**src/rtl/uart_regfile_mc.sv**
```systemverilog
// Multi-channel UART register block: per-channel TX/RX byte FIFOs, cfg byte,
// sticky W1C overflow flags and a registered interrupt behind one wr/rd bus.
module uart_regfile_mc #(
  parameter int         NCH        = 2,
  parameter int         FIFO_DEPTH = 4,
  parameter logic [7:0] CFG_RST    = 8'd18
) (
  input  logic               clk,
  input  logic               rstb,
  input  logic               wr_en,
  input  logic [3:0]         be,
  input  logic [15:0]        wr_addr,
  input  logic [31:0]        wdata,
  input  logic               rd_en,
  input  logic [15:0]        rd_addr,
  output logic [31:0]        rdata,
  output logic               rd_rdy,
  output logic [8*NCH-1:0]   uart_cfg,
  output logic [8*NCH-1:0]   tx_data,
  output logic [NCH-1:0]     tx_valid,
  input  logic [NCH-1:0]     tx_ready,
  input  logic [NCH-1:0]     tx_busy,
  input  logic [8*NCH-1:0]   rx_data,
  input  logic [NCH-1:0]     rx_valid,
  output logic [NCH-1:0]     irq
);

  localparam int PW = $clog2(FIFO_DEPTH);
  localparam int CW = PW + 1;

  logic [12:0] wr_ch;
  logic [12:0] rd_ch;
  logic        wr_ctrl;
  logic        rd_rx;

  // Channel select is an exact compare, so channels >= NCH never match.
  assign wr_ch   = wr_addr[15:3];
  assign rd_ch   = rd_addr[15:3];
  assign wr_ctrl = wr_en && (wr_addr[2:0] == 3'b000);
  assign rd_rx   = rd_en && (rd_addr[2:0] == 3'b100);

  logic [8*NCH-1:0] status_all;
  logic [8*NCH-1:0] rxcnt_all;
  logic [8*NCH-1:0] txlast_all;
  logic [8*NCH-1:0] rxhead_all;
  logic [NCH-1:0]   rx_ne;

  for (genvar c = 0; c < NCH; c++) begin : g_ch
    logic [7:0]    tx_mem [FIFO_DEPTH];
    logic [7:0]    rx_mem [FIFO_DEPTH];
    logic [PW-1:0] tx_wp, tx_rp, rx_wp, rx_rp;
    logic [CW-1:0] tx_cnt, rx_cnt;
    logic [7:0]    cfg_q, tx_last_q;
    logic          tx_ovf, rx_ovf, irq_q;
    logic          wr_sel, w1c;
    logic          tx_push, tx_pop, tx_wr, tx_full, tx_empty;
    logic          rx_push, rx_pop, rx_wr, rx_full, rx_empty;

    assign wr_sel   = wr_ctrl && (wr_ch == 13'(c));
    assign w1c      = wr_sel && be[0];

    assign tx_full  = (tx_cnt == CW'(FIFO_DEPTH));
    assign tx_empty = (tx_cnt == '0);
    assign tx_push  = wr_sel && be[1];
    assign tx_pop   = !tx_empty && tx_ready[c];
    // A same-cycle pop frees a slot, so push into a full FIFO is still legal.
    assign tx_wr    = tx_push && (!tx_full || tx_pop);

    assign rx_full  = (rx_cnt == CW'(FIFO_DEPTH));
    assign rx_empty = (rx_cnt == '0);
    assign rx_push  = rx_valid[c];
    assign rx_pop   = rd_rx && (rd_ch == 13'(c)) && !rx_empty;
    assign rx_wr    = rx_push && (!rx_full || rx_pop);

    always_ff @(posedge clk or negedge rstb) begin
      if (!rstb) begin
        tx_wp     <= '0;
        tx_rp     <= '0;
        tx_cnt    <= '0;
        rx_wp     <= '0;
        rx_rp     <= '0;
        rx_cnt    <= '0;
        cfg_q     <= CFG_RST;
        tx_last_q <= '0;
        tx_ovf    <= 1'b0;
        rx_ovf    <= 1'b0;
        irq_q     <= 1'b0;
      end else begin
        if (tx_wr)  tx_wp <= tx_wp + 1'b1;
        if (tx_pop) tx_rp <= tx_rp + 1'b1;
        tx_cnt <= tx_cnt + CW'(tx_wr) - CW'(tx_pop);
        if (rx_wr)  rx_wp <= rx_wp + 1'b1;
        if (rx_pop) rx_rp <= rx_rp + 1'b1;
        rx_cnt <= rx_cnt + CW'(rx_wr) - CW'(rx_pop);
        if (wr_sel && be[3]) cfg_q <= wdata[31:24];
        if (tx_push)         tx_last_q <= wdata[15:8];
        // Set terms are OR-ed last so a same-cycle overflow beats the W1C.
        tx_ovf <= (tx_push && !tx_wr) || (tx_ovf && !(w1c && wdata[5]));
        rx_ovf <= (rx_push && !rx_wr) || (rx_ovf && !(w1c && wdata[4]));
        irq_q  <= !rx_empty || rx_ovf || tx_ovf;
      end
    end

    // NOTE: FIFO storage is deliberately not reset; pointers and counts
    // define validity, and an unreset array maps onto plain RAM/flops.
    always_ff @(posedge clk) begin
      if (tx_wr) tx_mem[tx_wp] <= wdata[15:8];
      if (rx_wr) rx_mem[rx_wp] <= rx_data[8*c +: 8];
    end

    assign tx_data[8*c +: 8]    = tx_mem[tx_rp];
    assign tx_valid[c]          = !tx_empty;
    assign uart_cfg[8*c +: 8]   = cfg_q;
    assign irq[c]               = irq_q;
    assign status_all[8*c +: 8] = {1'b0, tx_busy[c], tx_ovf, rx_ovf,
                                   rx_full, rx_empty, tx_empty, tx_full};
    assign rxcnt_all[8*c +: 8]  = 8'(rx_cnt);
    assign txlast_all[8*c +: 8] = tx_last_q;
    assign rxhead_all[8*c +: 8] = rx_mem[rx_rp];
    assign rx_ne[c]             = !rx_empty;
  end

  logic [31:0] rd_val;

  // NOTE: rd_val gets its default before the loop so no path infers a latch.
  always_comb begin
    rd_val = '0;
    for (int c = 0; c < NCH; c++) begin
      if (rd_ch == 13'(c)) begin
        if (rd_addr[2:0] == 3'b000)
          rd_val = {uart_cfg[8*c +: 8], rxcnt_all[8*c +: 8],
                    txlast_all[8*c +: 8], status_all[8*c +: 8]};
        else if (rd_addr[2:0] == 3'b100 && rx_ne[c])
          rd_val = {23'b0, 1'b1, rxhead_all[8*c +: 8]};
      end
    end
  end

  // rdata holds through the cycle rd_rdy falls and clears on the next one.
  always_ff @(posedge clk or negedge rstb) begin
    if (!rstb) begin
      rd_rdy <= 1'b0;
      rdata  <= '0;
    end else begin
      rd_rdy <= rd_en;
      if (rd_en)        rdata <= rd_val;
      else if (!rd_rdy) rdata <= '0;
    end
  end

  logic unused_bits;
  assign unused_bits = ^{be[2], wdata[23:16], wdata[7:6], wdata[3:0]};

endmodule

```
**config.mk**
```make
export PLATFORM = sky130hd
export DESIGN_NAME = uart_regfile_mc
export DESIGN_NICKNAME = d
export VERILOG_FILES = /design/src/rtl/uart_regfile_mc.sv
export SDC_FILE = /design/constraint.sdc
export NUM_CORES = 1
export LEC_CHECK = 0
export BUFFER_PORTS_ARGS = -buffer_cell sky130_fd_sc_hd__buf_2
export CORE_MARGIN = 5
export CORE_UTILIZATION = 60
export DETAILED_ROUTE_END_ITERATION = 12
export HOLD_SLACK_MARGIN = 0.05
export PLACE_DENSITY = 0.94
export SYNTH_ARGS = -nofsm -noshare
export SYNTH_HDL_FRONTEND = slang
export SYNTH_SLANG_ARGS = --single-unit
export TNS_END_PERCENT = 5
```
**constraint.sdc**
```tcl
create_clock -name clk -period 4.1 [get_ports clk]
set_clock_uncertainty 0.05 [all_clocks]
set_input_delay 1.025 -clock clk [delete_from_list [all_inputs] [get_ports clk]]
set_output_delay 1.025 -clock clk [all_outputs]
set_load 0.05 [all_outputs]
```
==> results of run 1 <==
==> final cells by class <==
| class | instances | share of cell area (%) |
|---|---|---|
| tap | 188 | 2.16 |
| multi-input combinational | 308 | 26.4 |
| antenna | 1 | 0.0229 |
| inverter | 28 | 0.963 |
| timing repair buffer | 151 | 7.16 |
| sequential | 222 | 56.8 |
| clock buffer | 23 | 5.27 |
| clock inverter | 16 | 1.24 |
==> cell usage in the layout, fill, tap and decap left out, drive strengths merged, types with 2 or more instances in the layout <==
master and count:
a21oi 9, a221oi 4, a222oi 2, a22o 3, a22oi 19, a31oi 5
and2 18, and3 6, and4b 2, buf 151, bufinv 2, clkbuf 23
clkinv 10, clkinvlp 4, conb 5, dfrtp 90, dfstp 4, edfxtp 128
fa 4, ha 24, inv 28, mux2 35, mux4 32, nand2 35
nand3 13, nand3b 2, nand4 3, nor2 6, nor2b 4, nor3 5
nor3b 3, nor4 6, o211ai 2, o21ai 19, o31ai 2, or3 5
xnor2 15, xor2 5
==> Yosys cell counts, types with 7 or more instances <==
master                     count  share of area [%]
sky130_fd_sc_hd__a21oi_1       9               0.48
sky130_fd_sc_hd__a22oi_1      19                1.5
sky130_fd_sc_hd__and2_1       18                1.2
sky130_fd_sc_hd__buf_4         7               0.56
sky130_fd_sc_hd__clkbuf_1     17               0.69
sky130_fd_sc_hd__dfrtp_1      90                 24
sky130_fd_sc_hd__edfxtp_1    128                 41
sky130_fd_sc_hd__ha_1         24                3.2
sky130_fd_sc_hd__inv_1        25                1.0
sky130_fd_sc_hd__mux2_1       19                2.3
sky130_fd_sc_hd__mux2_2       16                1.9
sky130_fd_sc_hd__mux4_2       32                7.7
sky130_fd_sc_hd__nand2_1      35                1.4
sky130_fd_sc_hd__nand3_1      13               0.70
sky130_fd_sc_hd__o21ai_1      19                1.0
sky130_fd_sc_hd__xnor2_1      15                1.4
==> worst register-to-register path: cells and delay by family, from the launching register on <==
kind,cells,cell delay [ns]
XOR/XNOR,2,0.34
flip-flops,1,0.46
buffers and inverters,3,0.15
adder cells (fa/ha/maj),3,0.76
AO/OA/AOI/OAI,1,0.50
AND/OR/NAND/NOR,3,0.88
==> power by group <==
part	total [mW]	internal, mW	switching, mW
Sequential	2.85	2.63	0.223
Combinational	1.28	0.476	0.803
Clock	1.97	1.14	0.823
==> metrics by stage <==
step / util [%] / hold slack [ns] / cells
detailed placement: 67.1 / 0.422 / 897
floorplan: - / 0.409 / 589
finish: 71.8 / 0.438 / 937
global placement: 67.1 / 0.417 / 897
CTS: 71.8 / 0.443 / 936
global route: 71.8 / 0.462 / 936
==> routing by layer <==
layer	wire, um	part of all wire (%)
met1	7540	37
met2	10400	51
met5	0	0
met3	1720	8.4
met4	758	3.7
==> state kept, by name, summed over array words and instances, names as in the netlist <==
signal and cells:
g_ch.rx_ovf 2, rdata 27, g_ch.irq_q 2, g_ch.rx_cnt 6, g_ch.tx_rp 4, rd_rdy 1, g_ch.tx_cnt 6, g_ch.rx_mem 64
g_ch.rx_wp 4, g_ch.tx_wp 4, g_ch.tx_ovf 2, g_ch.rx_rp 4, g_ch.cfg_q 16, g_ch.tx_last_q 16, g_ch.tx_mem 64
==> logic make-up (layout without fill, tap and decap cells) <==
family	after synthesis	in the layout	synth area share, %
adders and majority gates	28	28	4.08
DFF	222	222	66.6
AOI/OAI and AO/OA	76	76	5.72
muxes	67	67	12.0
and+or+nand+nor	112	112	7.00
xor gates and xnor gates	20	20	1.88
other	1	6	0.0403
buffers and inverters	59	218	2.73
==> how the worst max path moves through the flow <==
stage	from	to	cells after the start
after floorplan	rd_addr[4]	g_ch[1].rx_cnt[2]$_DFF_PN0_	12
after global placement	rd_addr[4]	g_ch[1].rx_cnt[2]$_DFF_PN0_	13
after detailed placement	rd_addr[4]	g_ch[1].rx_cnt[2]$_DFF_PN0_	13
after CTS	rd_addr[4]	g_ch[1].rx_cnt[2]$_DFF_PN0_	13
after global routing	rd_addr[4]	g_ch[1].rx_cnt[2]$_DFF_PN0_	13
final	rd_addr[4]	g_ch[1].rx_cnt[2]$_DFF_PN0_	13
==> impl_metrics.csv, run 1 <==
group,metric,value,unit
run_status,run_status,"completed",
placed_design,post_dp_cell_area,10200,um^2
grt,grt.overflow.total,0,
timing,final_max_slew_viol_count,0,
synth,ys_ff_latch,222,
grt,grt_antenna_before_repair,0,
grt,grt_first_pass_wirelength,32.6,mm
route,first_pass_iters,5,
floorplan,io-pin-count,163,
floorplan,core.rowCount,45,
layout,share_of_cells_above_drive_strength_1,33.3,%
timing,final.setup.worst_slack,0.616,ns
timing,transition_time_at_the_pin_with_the_least_slew_margin,0.991,ns
route,routed-via-count,5669,
cts,count_of_h_tree_levels_built_during_cts,1,
worst_hold_path,holdCritStartpoint,"rdata[30]$_DFFE_PN0P_",
worst_setup_path,timing.critical_path.required,4.47,ns
timing,unrepaired_setup_endpoints_after_global_routing,"no",
route,routed_wire_length_per_instance,21.8,um
cts,clock_tree_from_tritoncts,"done",
worst_setup_path,crit_top_cell,"sky130_fd_sc_hd__inv_1",
worst_setup_path,ff2ff_setup_slack,0.90,ns
timing,timing.fmax,287,MHz
synth,postSynthCellCount,585,
placed_design,pre_cts_worst_setup_slack,0.152,ns
worst_setup_path,arrival,3.85,ns
worst_setup_path,critPathLaunchType,"input port",
worst_setup_path,cpPeakStageDelay,0.56,ns
worst_setup_path,crit_slowest_cell,"sky130_fd_sc_hd__or4_4",
worst_hold_path,hold_end,"rdata[30]$_DFFE_PN0P_",
synth,ys_warn_count,0,
grt,grt_start_max_net_pins,51,
cts,post-cts-setup-buffer-count,0,
worst_setup_path,reg2regPathDepth,12,
layout,area_growth,17.2,%
placed_design,gpl.final_weighted_congestion,0.864,
floorplan,die_y,135,um
route,drc_violation_total_after_the_first_tritonroute_iteration,538,
timing,final_period_util,85.0,%
route,route.detailed.drc,0,
worst_setup_path,worstPathBufferInverterCount,4,
floorplan,design.die.area,18100,um^2
power_and_ir_drop,cellLeakagePower,4.51,nW
synth,number_of_flops_mapped_to_enable_cells_by_yosys,128,
synth,share_of_synthesized_area_occupied_by_flip_flops_and_latches,66.6,%
worst_setup_path,worstReg2RegStart,"g_ch[0].rx_cnt[1]$_DFF_PN0_",
layout,stdcell_area,10900,um^2
worst_setup_path,crit_type,"input port to flip-flop",
route,post_drt_via_cell_ratio,6.05,
grt,grtUsageMet3,4.28,%
power_and_ir_drop,total_power,6.10,mW
grt,grt_busiest_layer,"met2",
timing,min_period,3.48,ns
synth,post_synth_arst_share,42.3,%
run,maxCapViolCount,0,
cts,clock_tree.root_cell,"sky130_fd_sc_hd__clkbuf_16",
power_and_ir_drop,power-per-cell-area,559,nW/um^2
cts,clk_path_buf_depth,3,
layout,fillCellCount,917,
route,antenna_violating_nets_post_route,0,
grt,met2_usage,40.0,%
floorplan,core,15200,um^2
layout,sequential_cell_area,6200,um^2
layout,num-nets-final,855,
synth,synth.avg_cell_area,15.9,um^2
grt,grt.met1_usage,29.5,%
timing,timing_hold_violations_final,0,
worst_hold_path,worst_hold_path.num_cells,2,
placed_design,place_hpwl,14.3,mm
worst_setup_path,setup.worst_path.end_class,"flip-flop",
grt,global_route_usage_over_all_layers,23.1,%
power_and_ir_drop,vdd_drop_max,0.000444,V
timing,final.setup.tns,0,ns
cts,cts_inserted_buffers,22,
synth,synth.lib_cells_used.distinct,57,
floorplan,floorplan.die.width,135,um
route,drt-total-wl,20.5,mm
timing,maxSlewHeadroom,33.7,%
layout,multiInputGateArea,2880,um^2
worst_setup_path,cp_max_fo,7,
worst_setup_path,critical_path.top_delay_family,"simple AND/OR/NAND/NOR gates",
cts,worst_skew_pair.late_latency,0.50,ns
synth,synth_top_flop_cell,"sky130_fd_sc_hd__edfxtp_1",
worst_setup_path,worstReg2RegEnd,"g_ch[0].rx_cnt[2]$_DFF_PN0_",
worst_setup_path,cp_cell_sequence,"buf_2 > nor4_4 > nand4_1 > or4_4 > a21boi_4 > inv_1 > ha_1 > inv_1 > ha_1 > inv_1 > fa_1 > xnor2_1 > xnor2_1",
worst_hold_path,min-delay-path-class,"flip-flop to flip-flop",
cts,clock-sinks,222,
cts,worst_setup_hold_path_clk_slew,0.06,ns
grt,grt_pass1_vias,6014,
placed_design,port-buffer-count,142,
synth,netlist_area,9310,um^2
floorplan,initial_core_util,61.3,%
timing,setup_viol_count_final,0,
cts,ctsHoldBuffers,0,
cts,number_of_resized_instances_in_the_post_cts_repair_step,0,
(Power assumes the default switching activity.)
==> inputs of run 2 (changes only) <==
CORE_UTILIZATION = 56   (was 60)
PLACE_DENSITY = 0.89   (was 0.94)
clock period = 3.62 ns   (was 4.1 ns; I/O delays follow)
==> impl_metrics.csv, run 2 (same netlist as run 1, synthesis figures left out) <==
group,metric,value,unit
worst_hold_path,min-delay-path-class,"input port to async pin",
cts,clock-sinks,222,
run_status,run_status,"completed",
timing,unrepaired_setup_endpoints_after_global_routing,"no",
run,maxCapViolCount,0,
layout,finish.cell_count_without_fillers,978,
route,drt-total-wl,20.9,mm
cts,ctsHoldBuffers,0,
grt,grt.overflow.total,0,
timing,transition_time_at_the_pin_with_the_least_slew_margin,0.906,ns
timing,final_max_slew_viol_count,0,
cts,count_of_h_tree_levels_built_during_cts,1,
route,post_drt_via_cell_ratio,5.84,
cts,number_of_resized_instances_in_the_post_cts_repair_step,0,
cts,worst_setup_hold_path_clk_slew,0.06,ns
floorplan,io-pin-count,163,
grt,global_route_usage_over_all_layers,21.5,%
floorplan,floorplan.die.width,139,um
grt,grt_antenna_before_repair,0,
floorplan,die_y,139,um
worst_setup_path,timing.critical_path.required,4.00,ns
worst_setup_path,setup.worst_path.end_class,"flip-flop",
layout,diodes,0,
layout,share_of_cells_above_drive_strength_1,34.7,%
layout,layout_commonest_cell,"sky130_fd_sc_hd__buf_2",
cts,post-cts-setup-buffer-count,0,
cts,worst_skew_pair.late_latency,0.50,ns
placed_design,post_dp_cell_area,10300,um^2
worst_setup_path,crit_type,"input port to flip-flop",
route,first_pass_iters,7,
cts,clk_path_buf_depth,3,
layout,final_util,68.0,%
cts,cts_inserted_buffers,23,
timing,fin_worst_hold_slack,0.404,ns
timing,final_period_util,89.0,%
worst_setup_path,cp_max_fo,2,
timing,timing_hold_violations_final,0,
timing,setup_viol_count_final,0,
layout,layout_common_cells,"sky130_fd_sc_hd__buf_2, sky130_fd_sc_hd__edfxtp_1, sky130_fd_sc_hd__dfrtp_1",
floorplan,initial_core_util,56.6,%
layout,stdcell_area,11200,um^2
placed_design,gpl.final_weighted_congestion,0.847,
route,routed_wire_length_per_instance,21.4,um
grt,grt_first_pass_wirelength,33.1,mm
floorplan,core,16500,um^2
route,routed-via-count,5711,
timing,min_period,3.22,ns
grt,grt_pass1_vias,6157,
grt,grt_start_max_net_pins,55,
placed_design,place_hpwl,14.7,mm
cts,clock_tree.root_cell,"sky130_fd_sc_hd__clkbuf_16",
timing,timing.fmax,310,MHz
power_and_ir_drop,power-per-cell-area,664,nW/um^2
layout,num-nets-final,864,
power_and_ir_drop,vdd_drop_max,0.000512,V
worst_setup_path,arrival,3.60,ns
layout,reg_top3,"g_ch.rx_mem x64, g_ch.tx_mem x64, rdata x27",
placed_design,port-buffer-count,142,
route,route.detailed.drc,0,
route,drc_violation_total_after_the_first_tritonroute_iteration,524,
layout,area_growth,20.2,%
layout,fillCellCount,1079,
route,antenna_violating_nets_post_route,0,
floorplan,design.die.area,19300,um^2
cts,clock_tree_from_tritoncts,"done",
worst_setup_path,critPathLaunchType,"input port",
timing,maxSlewHeadroom,39.3,%
floorplan,core.rowCount,47,
placed_design,numPlacedInstances,937,
power_and_ir_drop,cellLeakagePower,4.64,nW
==> run 2: power breakdown <==
| group | switching [mW] | total [mW] | internal, mW | leakage (nW) |
|---|---|---|---|---|
| Combinational | 0.909 | 1.45 | 0.544 | 1.82 |
| Clock | 0.952 | 2.75 | 1.80 | 0.437 |
| Sequential | 0.252 | 3.23 | 2.98 | 2.38 |
| Total | 2.11 | 7.44 | 5.33 | 4.64 |
==> run 2: layer usage <==
| layer | share of wire, % | vias up | global-route usage [%] |
|---|---|---|---|
| met5 | 0 | - | 0 |
| met4 | 3.1 | 0 | 6.08 |
| met3 | 8.1 | 58 | 4.55 |
| met2 | 52 | 252 | 38.1 |
| met1 | 36 | 2883 | 27.0 |
| li1 | - | 2518 | - |
==> run 2: final timing paths <==
check / depth (start not counted) / slack, ns / start / endpoint
min: 1 / 0.40 / rstb / g_ch[1].cfg_q[7]$_DFFE_PN0P_
min in group clk: 2 / 0.43 / rdata[24]$_DFFE_PN0P_ / rdata[24]$_DFFE_PN0P_
min reg2reg: 2 / 0.43 / rdata[24]$_DFFE_PN0P_ / rdata[24]$_DFFE_PN0P_
max in group asynchronous: 2 / 2.26 / rstb / g_ch[1].cfg_q[4]$_DFFE_PN1P_
max reg2reg: 12 / 0.56 / g_ch[0].rx_cnt[1]$_DFF_PN0_ / g_ch[0].rx_cnt[2]$_DFF_PN0_
max: 13 / 0.40 / rd_addr[9] / g_ch[1].rx_cnt[2]$_DFF_PN0_
==> run 2: final cells by class <==
cell class	instances	area, um^2	area share [%]
clock buffers	23	576	5.14
flip-flops and latches	222	6200	55.4
inverters	28	105	0.939
repair buffers	159	841	7.51
well taps	220	275	2.46
clock inverters	18	320	2.86
multi-input cells	308	2880	25.7
==> run 2: critical path, stage by stage <==
cell and delay (ns):
sky130_fd_sc_hd__buf_2 0.12, sky130_fd_sc_hd__nor4_4 0.30, sky130_fd_sc_hd__nand4_1 0.25, sky130_fd_sc_hd__or4_4 0.58, sky130_fd_sc_hd__a21boi_4 0.18, sky130_fd_sc_hd__inv_1 0.06
sky130_fd_sc_hd__ha_1 0.26, sky130_fd_sc_hd__inv_1 0.06, sky130_fd_sc_hd__ha_1 0.13, sky130_fd_sc_hd__inv_1 0.05, sky130_fd_sc_hd__fa_1 0.37, sky130_fd_sc_hd__xnor2_1 0.18
sky130_fd_sc_hd__xnor2_1 0.14
==> run 2: stage by stage <==
stage / setup WS, ns / TNS, ns / power [mW]
after floorplan: 0.210 / 0 / 4.31
after global placement: 0.00409 / 0 / 4.62
after detailed placement: -0.0831 / -0.0831 / 4.73
after CTS: 0.424 / 0 / 7.49
after global routing: 0.325 / 0 / 7.73
final: 0.397 / 0 / 7.44
